<file path="config.mk">
export PLATFORM = sky130hd
export DESIGN_NAME = tdc_event_packer
export DESIGN_NICKNAME = d
export VERILOG_FILES = /design/src/rtl/tdc_packer_pkg.sv /design/src/rtl/tdc_hit_fifo.sv /design/src/rtl/tdc_event_packer.sv
export SDC_FILE = /design/constraint.sdc
export NUM_CORES = 2
export LEC_CHECK = 0
export CAP_MARGIN = 20
export CORE_MARGIN = 8
export CORE_UTILIZATION = 40
export CTS_CLUSTER_SIZE = 28
export DETAILED_ROUTE_END_ITERATION = 12
export REMOVE_ABC_BUFFERS = 1
export SLEW_MARGIN = 0
export SYNTH_ARGS = -nofsm -noshare
export SYNTH_HDL_FRONTEND = slang
export SYNTH_SLANG_ARGS = --single-unit
</file>
<file path="constraint.sdc">
create_clock -name CLK -period 3.9 [get_ports CLK]
set_input_delay 0.585 -clock CLK [delete_from_list [all_inputs] [get_ports CLK]]
set_output_delay 0.585 -clock CLK [all_outputs]
set_load 0.05 [all_outputs]
</file>
<file path="src/rtl/tdc_packer_pkg.sv">
`default_nettype none
// +------------------------------------------------------------------------+
// | tdc_packer_pkg                                                         |
// | Shared types and frame constants for the TDC event packer.             |
// | Optional: TDC_PACKER_CHECKSUM_EN adds an XOR checksum trailer byte.    |
// | Rev 1.0 - initial release                                              |
// +------------------------------------------------------------------------+
package tdc_packer_pkg;

    typedef enum logic [2:0] {
        IDLE = 3'd0,
        HDR  = 3'd1,
        POP  = 3'd2,
        HIT  = 3'd3,
        TRL  = 3'd4
    } state_t;

    typedef struct packed {
        logic        has_hit;
        logic        evt_end;
        logic [7:0]  ch;
        logic [31:0] tstamp;
    } entry_t;

    localparam int         ENTRY_W  = $bits(entry_t);
    localparam logic [2:0] HDR_LEN  = 3'd3;
    localparam logic [2:0] HIT_LEN  = 3'd5;
`ifdef TDC_PACKER_CHECKSUM_EN
    localparam logic [2:0] TRL_LEN  = 3'd4;
`else
    localparam logic [2:0] TRL_LEN  = 3'd3;
`endif
    localparam logic [7:0] MAX_HITS = 8'd255;

endpackage
`default_nettype wire

</file>
<file path="src/rtl/tdc_hit_fifo.sv">
`default_nettype none
// +------------------------------------------------------------------------+
// | tdc_hit_fifo                                                           |
// | Synchronous show-ahead FIFO with synchronous flush (srst).             |
// | Rev 1.0 - initial release                                              |
// +------------------------------------------------------------------------+
module tdc_hit_fifo #(
    parameter int WIDTH      = 42,
    parameter int DEPTH_LOG2 = 6
) (
    input  logic             clk,
    input  logic             rst_n,
    input  logic             srst,
    input  logic             i_wr,
    input  logic [WIDTH-1:0] i_wdata,
    input  logic             i_rd,
    output logic [WIDTH-1:0] o_rdata,
    output logic             o_full,
    output logic             o_full_next,
    output logic             o_empty
);

    localparam logic [DEPTH_LOG2:0] c_full_cnt = {1'b1, {DEPTH_LOG2{1'b0}}};
    localparam logic [DEPTH_LOG2:0] c_one      = {{DEPTH_LOG2{1'b0}}, 1'b1};

    logic [WIDTH-1:0]      r_mem [2**DEPTH_LOG2];
    logic [DEPTH_LOG2-1:0] r_wr_ptr;
    logic [DEPTH_LOG2-1:0] r_rd_ptr;
    logic [DEPTH_LOG2:0]   r_count;
    logic [DEPTH_LOG2:0]   w_count_next;
    logic                  w_wr;
    logic                  w_rd;

    assign w_wr        = i_wr & ~o_full;
    assign w_rd        = i_rd & ~o_empty;
    assign o_full      = (r_count == c_full_cnt);
    assign o_empty     = (r_count == '0);
    assign o_full_next = (w_count_next == c_full_cnt);
    assign o_rdata     = r_mem[r_rd_ptr];

    always_comb begin
        w_count_next = r_count;
        if (srst) begin
            w_count_next = '0;
        end else begin
            case ({w_wr, w_rd})
                2'b10:   w_count_next = r_count + c_one;
                2'b01:   w_count_next = r_count - c_one;
                default: w_count_next = r_count;
            endcase
        end
    end

    always_ff @(posedge clk or negedge rst_n) begin
        if (!rst_n) begin
            r_wr_ptr <= '0;
            r_rd_ptr <= '0;
            r_count  <= '0;
        end else begin
            r_count <= w_count_next;
            if (srst) begin
                r_wr_ptr <= '0;
                r_rd_ptr <= '0;
            end else begin
                if (w_wr) r_wr_ptr <= r_wr_ptr + 1'b1;
                if (w_rd) r_rd_ptr <= r_rd_ptr + 1'b1;
            end
        end
    end

    // Storage needs no reset: pointers and count define validity.
    always_ff @(posedge clk) begin
        if (w_wr) r_mem[r_wr_ptr] <= i_wdata;
    end

endmodule
`default_nettype wire

</file>
<file path="src/rtl/tdc_event_packer.sv">
`default_nettype none
// +------------------------------------------------------------------------+
// | tdc_event_packer                                                       |
// | Buffers TDC hits and serialises each event into a TCP TX byte frame.   |
// | Optional: TDC_PACKER_CHECKSUM_EN appends an XOR checksum byte.         |
// | Rev 1.0 - initial release                                              |
// +------------------------------------------------------------------------+
module tdc_event_packer
    import tdc_packer_pkg::*;
#(
    parameter int         HIT_DEPTH_LOG2 = 6,
    parameter logic [7:0] HEADER_BYTE    = 8'hAA,
    parameter logic [7:0] TRAILER_BYTE   = 8'h55
) (
    input  logic        CLK,
    input  logic        SYS_RSTn,
    input  logic        TCP_OPEN_ACK_IN,
    input  logic        HIT_VALID,
    output logic        HIT_READY,
    input  logic [7:0]  HIT_CH,
    input  logic [31:0] HIT_TIME,
    input  logic        HIT_EVT_END,
    input  logic        HIT_IS_MARKER,
    input  logic        FIFO_FULL_IN,
    output logic [7:0]  TCP_TX_DATA_OUT,
    output logic        TCP_TX_EN_OUT,
    output logic [15:0] DROP_CNT
);

    state_t      r_state;
    state_t      w_state_next;
    logic [2:0]  r_idx;
    logic [7:0]  r_hits;
    logic        r_ovf;
    logic [15:0] r_evt_cnt;
    logic [15:0] r_drop_cnt;
    logic        r_hit_ready;
    logic        r_tx_en;
    logic [7:0]  r_tx_data;
`ifdef TDC_PACKER_CHECKSUM_EN
    logic [7:0]  r_csum;
`endif

    logic        w_flush;
    logic        w_wr;
    logic        w_pop;
    logic        w_emit;
    logic        w_last_byte;
    logic        w_drop;
    logic        w_full;
    logic        w_full_next;
    logic        w_empty;
    logic [7:0]  w_byte;
    entry_t      w_head;
    entry_t      w_wentry;

    assign w_flush  = ~TCP_OPEN_ACK_IN;
    assign w_wr     = HIT_VALID & r_hit_ready;
    assign w_wentry = {~HIT_IS_MARKER, HIT_EVT_END, HIT_CH, HIT_TIME};

    tdc_hit_fifo #(
        .WIDTH      (ENTRY_W),
        .DEPTH_LOG2 (HIT_DEPTH_LOG2)
    ) u_hit_fifo (
        .clk         (CLK),
        .rst_n       (SYS_RSTn),
        .srst        (w_flush),
        .i_wr        (w_wr),
        .i_wdata     (w_wentry),
        .i_rd        (w_pop),
        .o_rdata     (w_head),
        .o_full      (w_full),
        .o_full_next (w_full_next),
        .o_empty     (w_empty)
    );

    always_ff @(posedge CLK or negedge SYS_RSTn) begin
        if (!SYS_RSTn) r_state <= IDLE;
        else           r_state <= w_state_next;
    end

    always_comb begin
        w_state_next = r_state;
        w_pop        = 1'b0;
        w_emit       = 1'b0;
        w_byte       = 8'h00;
        w_last_byte  = 1'b0;
        w_drop       = 1'b0;
        case (r_state)
            IDLE: begin
                if (!w_empty) w_state_next = HDR;
            end
            HDR: begin
                w_emit      = ~FIFO_FULL_IN;
                w_last_byte = (r_idx == HDR_LEN - 3'd1);
                case (r_idx)
                    3'd0:    w_byte = HEADER_BYTE;
                    3'd1:    w_byte = r_evt_cnt[15:8];
                    default: w_byte = r_evt_cnt[7:0];
                endcase
                if (w_emit && w_last_byte) w_state_next = POP;
            end
            POP: begin
                if (!w_empty) begin
                    if (w_head.has_hit && (r_hits != MAX_HITS)) begin
                        w_state_next = HIT;
                    end else begin
                        // Saturated hits, end markers and no-ops are consumed here.
                        w_pop  = 1'b1;
                        w_drop = w_head.has_hit;
                        if (w_head.evt_end) w_state_next = TRL;
                    end
                end
            end
            HIT: begin
                w_emit      = ~FIFO_FULL_IN;
                w_last_byte = (r_idx == HIT_LEN - 3'd1);
                case (r_idx)
                    3'd0:    w_byte = w_head.ch;
                    3'd1:    w_byte = w_head.tstamp[31:24];
                    3'd2:    w_byte = w_head.tstamp[23:16];
                    3'd3:    w_byte = w_head.tstamp[15:8];
                    default: w_byte = w_head.tstamp[7:0];
                endcase
                if (w_emit && w_last_byte) begin
                    w_pop        = 1'b1;
                    w_state_next = w_head.evt_end ? TRL : POP;
                end
            end
            TRL: begin
                w_emit      = ~FIFO_FULL_IN;
                w_last_byte = (r_idx == TRL_LEN - 3'd1);
                case (r_idx)
                    3'd0:    w_byte = TRAILER_BYTE;
                    3'd1:    w_byte = r_hits;
`ifdef TDC_PACKER_CHECKSUM_EN
                    3'd2:    w_byte = {7'b0, r_ovf};
                    default: w_byte = r_csum;
`else
                    default: w_byte = {7'b0, r_ovf};
`endif
                endcase
                if (w_emit && w_last_byte) w_state_next = IDLE;
            end
            default: w_state_next = IDLE;
        endcase
        if (w_flush) begin
            w_state_next = IDLE;
            w_pop        = 1'b0;
            w_emit       = 1'b0;
            w_drop       = 1'b0;
        end
    end

    always_ff @(posedge CLK or negedge SYS_RSTn) begin
        if (!SYS_RSTn) begin
            r_idx       <= 3'd0;
            r_hits      <= 8'd0;
            r_ovf       <= 1'b0;
            r_evt_cnt   <= 16'd0;
            r_hit_ready <= 1'b0;
            r_tx_en     <= 1'b0;
            r_tx_data   <= 8'h00;
        end else begin
            // Registered ready drops in the same edge that fills the FIFO.
            r_hit_ready <= TCP_OPEN_ACK_IN & ~w_full_next;
            r_tx_en     <= w_emit;
            if (w_flush) begin
                r_idx     <= 3'd0;
                r_hits    <= 8'd0;
                r_ovf     <= 1'b0;
                r_evt_cnt <= 16'd0;
            end else begin
                if (w_emit) begin
                    r_tx_data <= w_byte;
                    r_idx     <= w_last_byte ? 3'd0 : r_idx + 3'd1;
                end
                if (w_drop) r_ovf <= 1'b1;
                if ((r_state == HIT) && w_emit && w_last_byte && (r_hits != MAX_HITS))
                    r_hits <= r_hits + 8'd1;
                if ((r_state == TRL) && w_emit && w_last_byte) begin
                    r_evt_cnt <= r_evt_cnt + 16'd1;
                    r_hits    <= 8'd0;
                    r_ovf     <= 1'b0;
                end
            end
        end
    end

    // Drop count survives a connection flush.
    always_ff @(posedge CLK or negedge SYS_RSTn) begin
        if (!SYS_RSTn)                             r_drop_cnt <= 16'd0;
        else if (w_drop && (r_drop_cnt != 16'hFFFF)) r_drop_cnt <= r_drop_cnt + 16'd1;
    end

`ifdef TDC_PACKER_CHECKSUM_EN
    always_ff @(posedge CLK or negedge SYS_RSTn) begin
        if (!SYS_RSTn)   r_csum <= 8'h00;
        else if (w_flush) r_csum <= 8'h00;
        else if (w_emit)  r_csum <= ((r_state == TRL) && w_last_byte) ? 8'h00 : (r_csum ^ w_byte);
    end
`endif

    assign HIT_READY       = r_hit_ready;
    assign TCP_TX_EN_OUT   = r_tx_en;
    assign TCP_TX_DATA_OUT = r_tx_data;
    assign DROP_CNT        = r_drop_cnt;

endmodule
`default_nettype wire
</file>
==> results.ini <==
[synth]
ys_ff_latch = 2764
synth_compound_area_share_pct = 0.6938
async_flop_share_pct = 2.750
synth-edff-count = 2688
synth_common_cells = edfxtp_1, mux4_2, nor2_1
synth_mux_area_share_pct = 18.65
synthCells = 4394
yosys_warnings = 0
synthSimpleGateAreaFrac_pct = 1.355
yosysMostFrequentCell = edfxtp_1
netlist.area_leader.share_pct = 75.99
synthXorXnorAreaFrac_pct = 0.4040
synth-main-ff-cell = edfxtp_1
synth_fa_ha_area_share_pct = 0.1414
synth_top_family_by_area = multiplexers
synthesis.area_sq_um = 106200
synth.avg_cell_area_sq_um = 24.17
yosysSeqAreaShare_pct = 77.78
synth_cell_type_count = 54
synthTopCellsByArea = edfxtp_1, mux4_2, dfrtp_1
synth_largest_area_cell = edfxtp_1

[drt]
wl_met1_mm = 118.6
drt_first_pass_iters = 6
wl_met2_mm = 139.3
drt_iter0_drc = 6391
wl_met3_mm = 23.70
wl_per_cell_um = 33.38
ant_nets = 0
drc_errors = 0
num_vias = 51250
wl_mm = 289.9
viasPerCell = 5.901
highest_layer = met5

[power_and_ir_drop]
power.leakage_nw = 37.96
p_int_mw = 48.50
power_frac_clock_pct = 44.5
power.switching_mw = 11.98
switching_share_pct = 19.81
combPwrFrac_pct = 1.5
powerDensity_nw_per_um2 = 482.2
ir_worst_vdd_v = 0.0005102
power_frac_seq_pct = 54.0

[floorplanning]
die_w_um = 531.3
die_area_sq_um = 282300
core_sq_um = 264600
die_h_um = 531.3
initial_utilization_pct = 40.14
ios = 73
rows = 189

[final_layout]
layout-area-overhead-vs-synth_pct = 18.09
final_area_sq_um = 125400
final_nets = 4995
layout-drive-gt1-share_pct = 34.98

[clock_tree]
cts_root_buf = clkbuf_16
cts_max_path_buffers = 4
clk_transition_reported_paths_ns = 0.06
htree_levels = 5
cts.sinks = 2764
cts_tree = built
insertion_delay_ns = 0.95
numCtsBuffers = 298

[timing]
rsz0062_at_grt = true
finalSetupTns_ns = -0.001468
min_period_ns = 3.901
finalCritPeriodShare_pct = 100.0
holdWs_ns = 0.05775
hold_viol = 0
fin_ws_ns = -0.001468
clock_skew_ns = 0.06656
tightest_slew_ns = 1.185
drv_slew = 0
maxClockFrequency_ghz = 0.2563
max_slew_margin_pct = 21.01
setup_viol = 1

[global_route]
grt_pass1_vias = 51150
grt_remaining_overflow = 0
grt_pass1_wl_mm = 401.3
track_usage_pct = 19.92
antenna_found_initial = 16
grt_start_max_net_pins = 72

[critical_path]
r2r_slack_ns = -0.001
r2r-start = u_hit_fifo.r_rd_ptr[0]
crit_type = reg2reg
critPathArrivalTime_ns = 4.68
critPathSlowestCell = mux4_2
end_kind = flip-flop
crit_chain = buf_12 > buf_6 > buf_16 > buf_4 > buf_16 > mux4_2 > mux4_2 > mux4_2 > a22oi_1 > buf_4 > a31oi_1 > buf_4 > o21ai_2 > nand2_1
cp.required_ns = 4.67
start_kind = flip-flop
max_stage_delay_ns = 0.54
critical_path.max_fanout = 14
cp-startpoint = u_hit_fifo.r_rd_ptr[0]

[outcome]
status = finished with violations
violations = negative setup slack

[flow_run]
maxCapViolCount = 0

[placed_design]
preCtsSetupSlack_ns = -0.2730
placed_area_sq_um = 114800
routabilityCongestion = 0.7850
hpwl_mm = 154.3
io_buffer_count = 72

[worst_hold_path]
hold_start = HIT_TIME[21]
hold_class = in2reg

## critical path, delay by kind of cell (launching register included)
family | cells | cell delay [ns]
mux | 3 | 1.54
buf+inv | 7 | 1.19
compound gates | 3 | 0.48
flops | 1 | 0.48
simple gates | 1 | 0.07
## cell families after synthesis
logic type                 after synthesis
DFF                                   2764
muxes                                  895
and+or+nand+nor                        317
buffers and inverters                  246
AOI/OAI and AO/OA                      111
xor gates and xnor gates                49
adders and majority gates               12
## cell usage in the layout, fill, tap and decap left out, types with 10 or more instances in the layout
master | Yosys | routed
clkdlybuf4s50_1 | 0 | 34
o21ai_0 | 18 | 16
nor2_4 | 1 | 65
a22oi_1 | 25 | 18
xor2_1 | 27 | 27
buf_16 | 0 | 22
buf_4 | 2 | 210
buf_2 | 71 | 36
mux2i_1 | 27 | 27
buf_6 | 2 | 13
nand3_1 | 31 | 31
a21oi_1 | 23 | 21
nor2_1 | 138 | 74
edfxtp_1 | 2688 | 2688
clkinv_1 | 2 | 59
dfrtp_1 | 76 | 70
nand2_1 | 73 | 73
clkinv_2 | 0 | 46
mux4_2 | 867 | 867
buf_12 | 0 | 146
bufinv_16 | 0 | 19
ha_1 | 12 | 10
nand4_1 | 11 | 11
clkbuf_1 | 92 | 58
inv_1 | 11 | 11
clkbuf_16 | 0 | 309
clkbuf_8 | 0 | 10
xnor2_1 | 22 | 22
## routing by layer
layer / track usage, % / up-vias
li1: - / 20070
met1: 27.81 / 28320
met2: 32.09 / 2388
met3: 4.036 / 473
met4: 5.585 / 6
met5: 0 / -
## final cells by class
cell class / count / area, sq um
Tap cell: 3533 / 4420
Inverter: 13 / 48.80
Sequential cell: 2764 / 82640
Clock buffer: 371 / 7938
Fill cell: 21220 / 139200
Antenna cell: 3 / 7.507
Multi-Input combinational cell: 1384 / 23150
Clock inverter: 142 / 1212
Timing Repair Buffer: 475 / 6012
## worst paths after layout
kind,to,depth (start not counted)
setup / recovery,TCP_TX_DATA_OUT[0],14
min in group asynchronous,DROP_CNT[0],2
setup reg to reg,TCP_TX_DATA_OUT[0],14
hold / removal,u_hit_fifo.r_mem[30][21],1
hold reg to reg,DROP_CNT[5],1
max in group asynchronous,r_evt_cnt[14],3
## sequential cells by signal, indices dropped and copies added, names as in the netlist, 3 cells and up
name                 flops
DROP_CNT                16
TCP_TX_DATA_OUT          8
r_evt_cnt               16
r_hits                   8
r_idx                    3
r_state                  3
u_hit_fifo.r_count       7
u_hit_fifo.r_mem      2688
u_hit_fifo.r_rd_ptr      6
u_hit_fifo.r_wr_ptr      6
## power by group through the flow
stage | sequential, mW | clock, mW | combinational, mW
floorplan | 33.3 | 0 | 0.169
global placement | 33.3 | 0 | 0.829
detailed placement | 33.3 | 0 | 0.869
CTS | 32.7 | 27.4 | 0.871
global route | 32.7 | 28.4 | 0.970
finish | 32.7 | 26.9 | 0.901
## through the flow
step | cells | power (mW) | util (%)
floorplan | 4161 | 33.52 | -
global placement | 8080 | 34.13 | 43.39
detailed placement | 8080 | 34.17 | 43.39
CTS | 8606 | 60.90 | 46.99
global route | 8684 | 62.07 | 47.40
finish | 8685 | 60.48 | 47.40
## what timing repair did
item,CTS,global route
hold buffers,1,3
resized for setup,28,56
gates cloned,6,6
setup endpoints to repair,10,14
endpoints found under the hold margin,46,15
pin swaps,2,10
setup buffers,6,58
(Power assumes the default switching activity.)
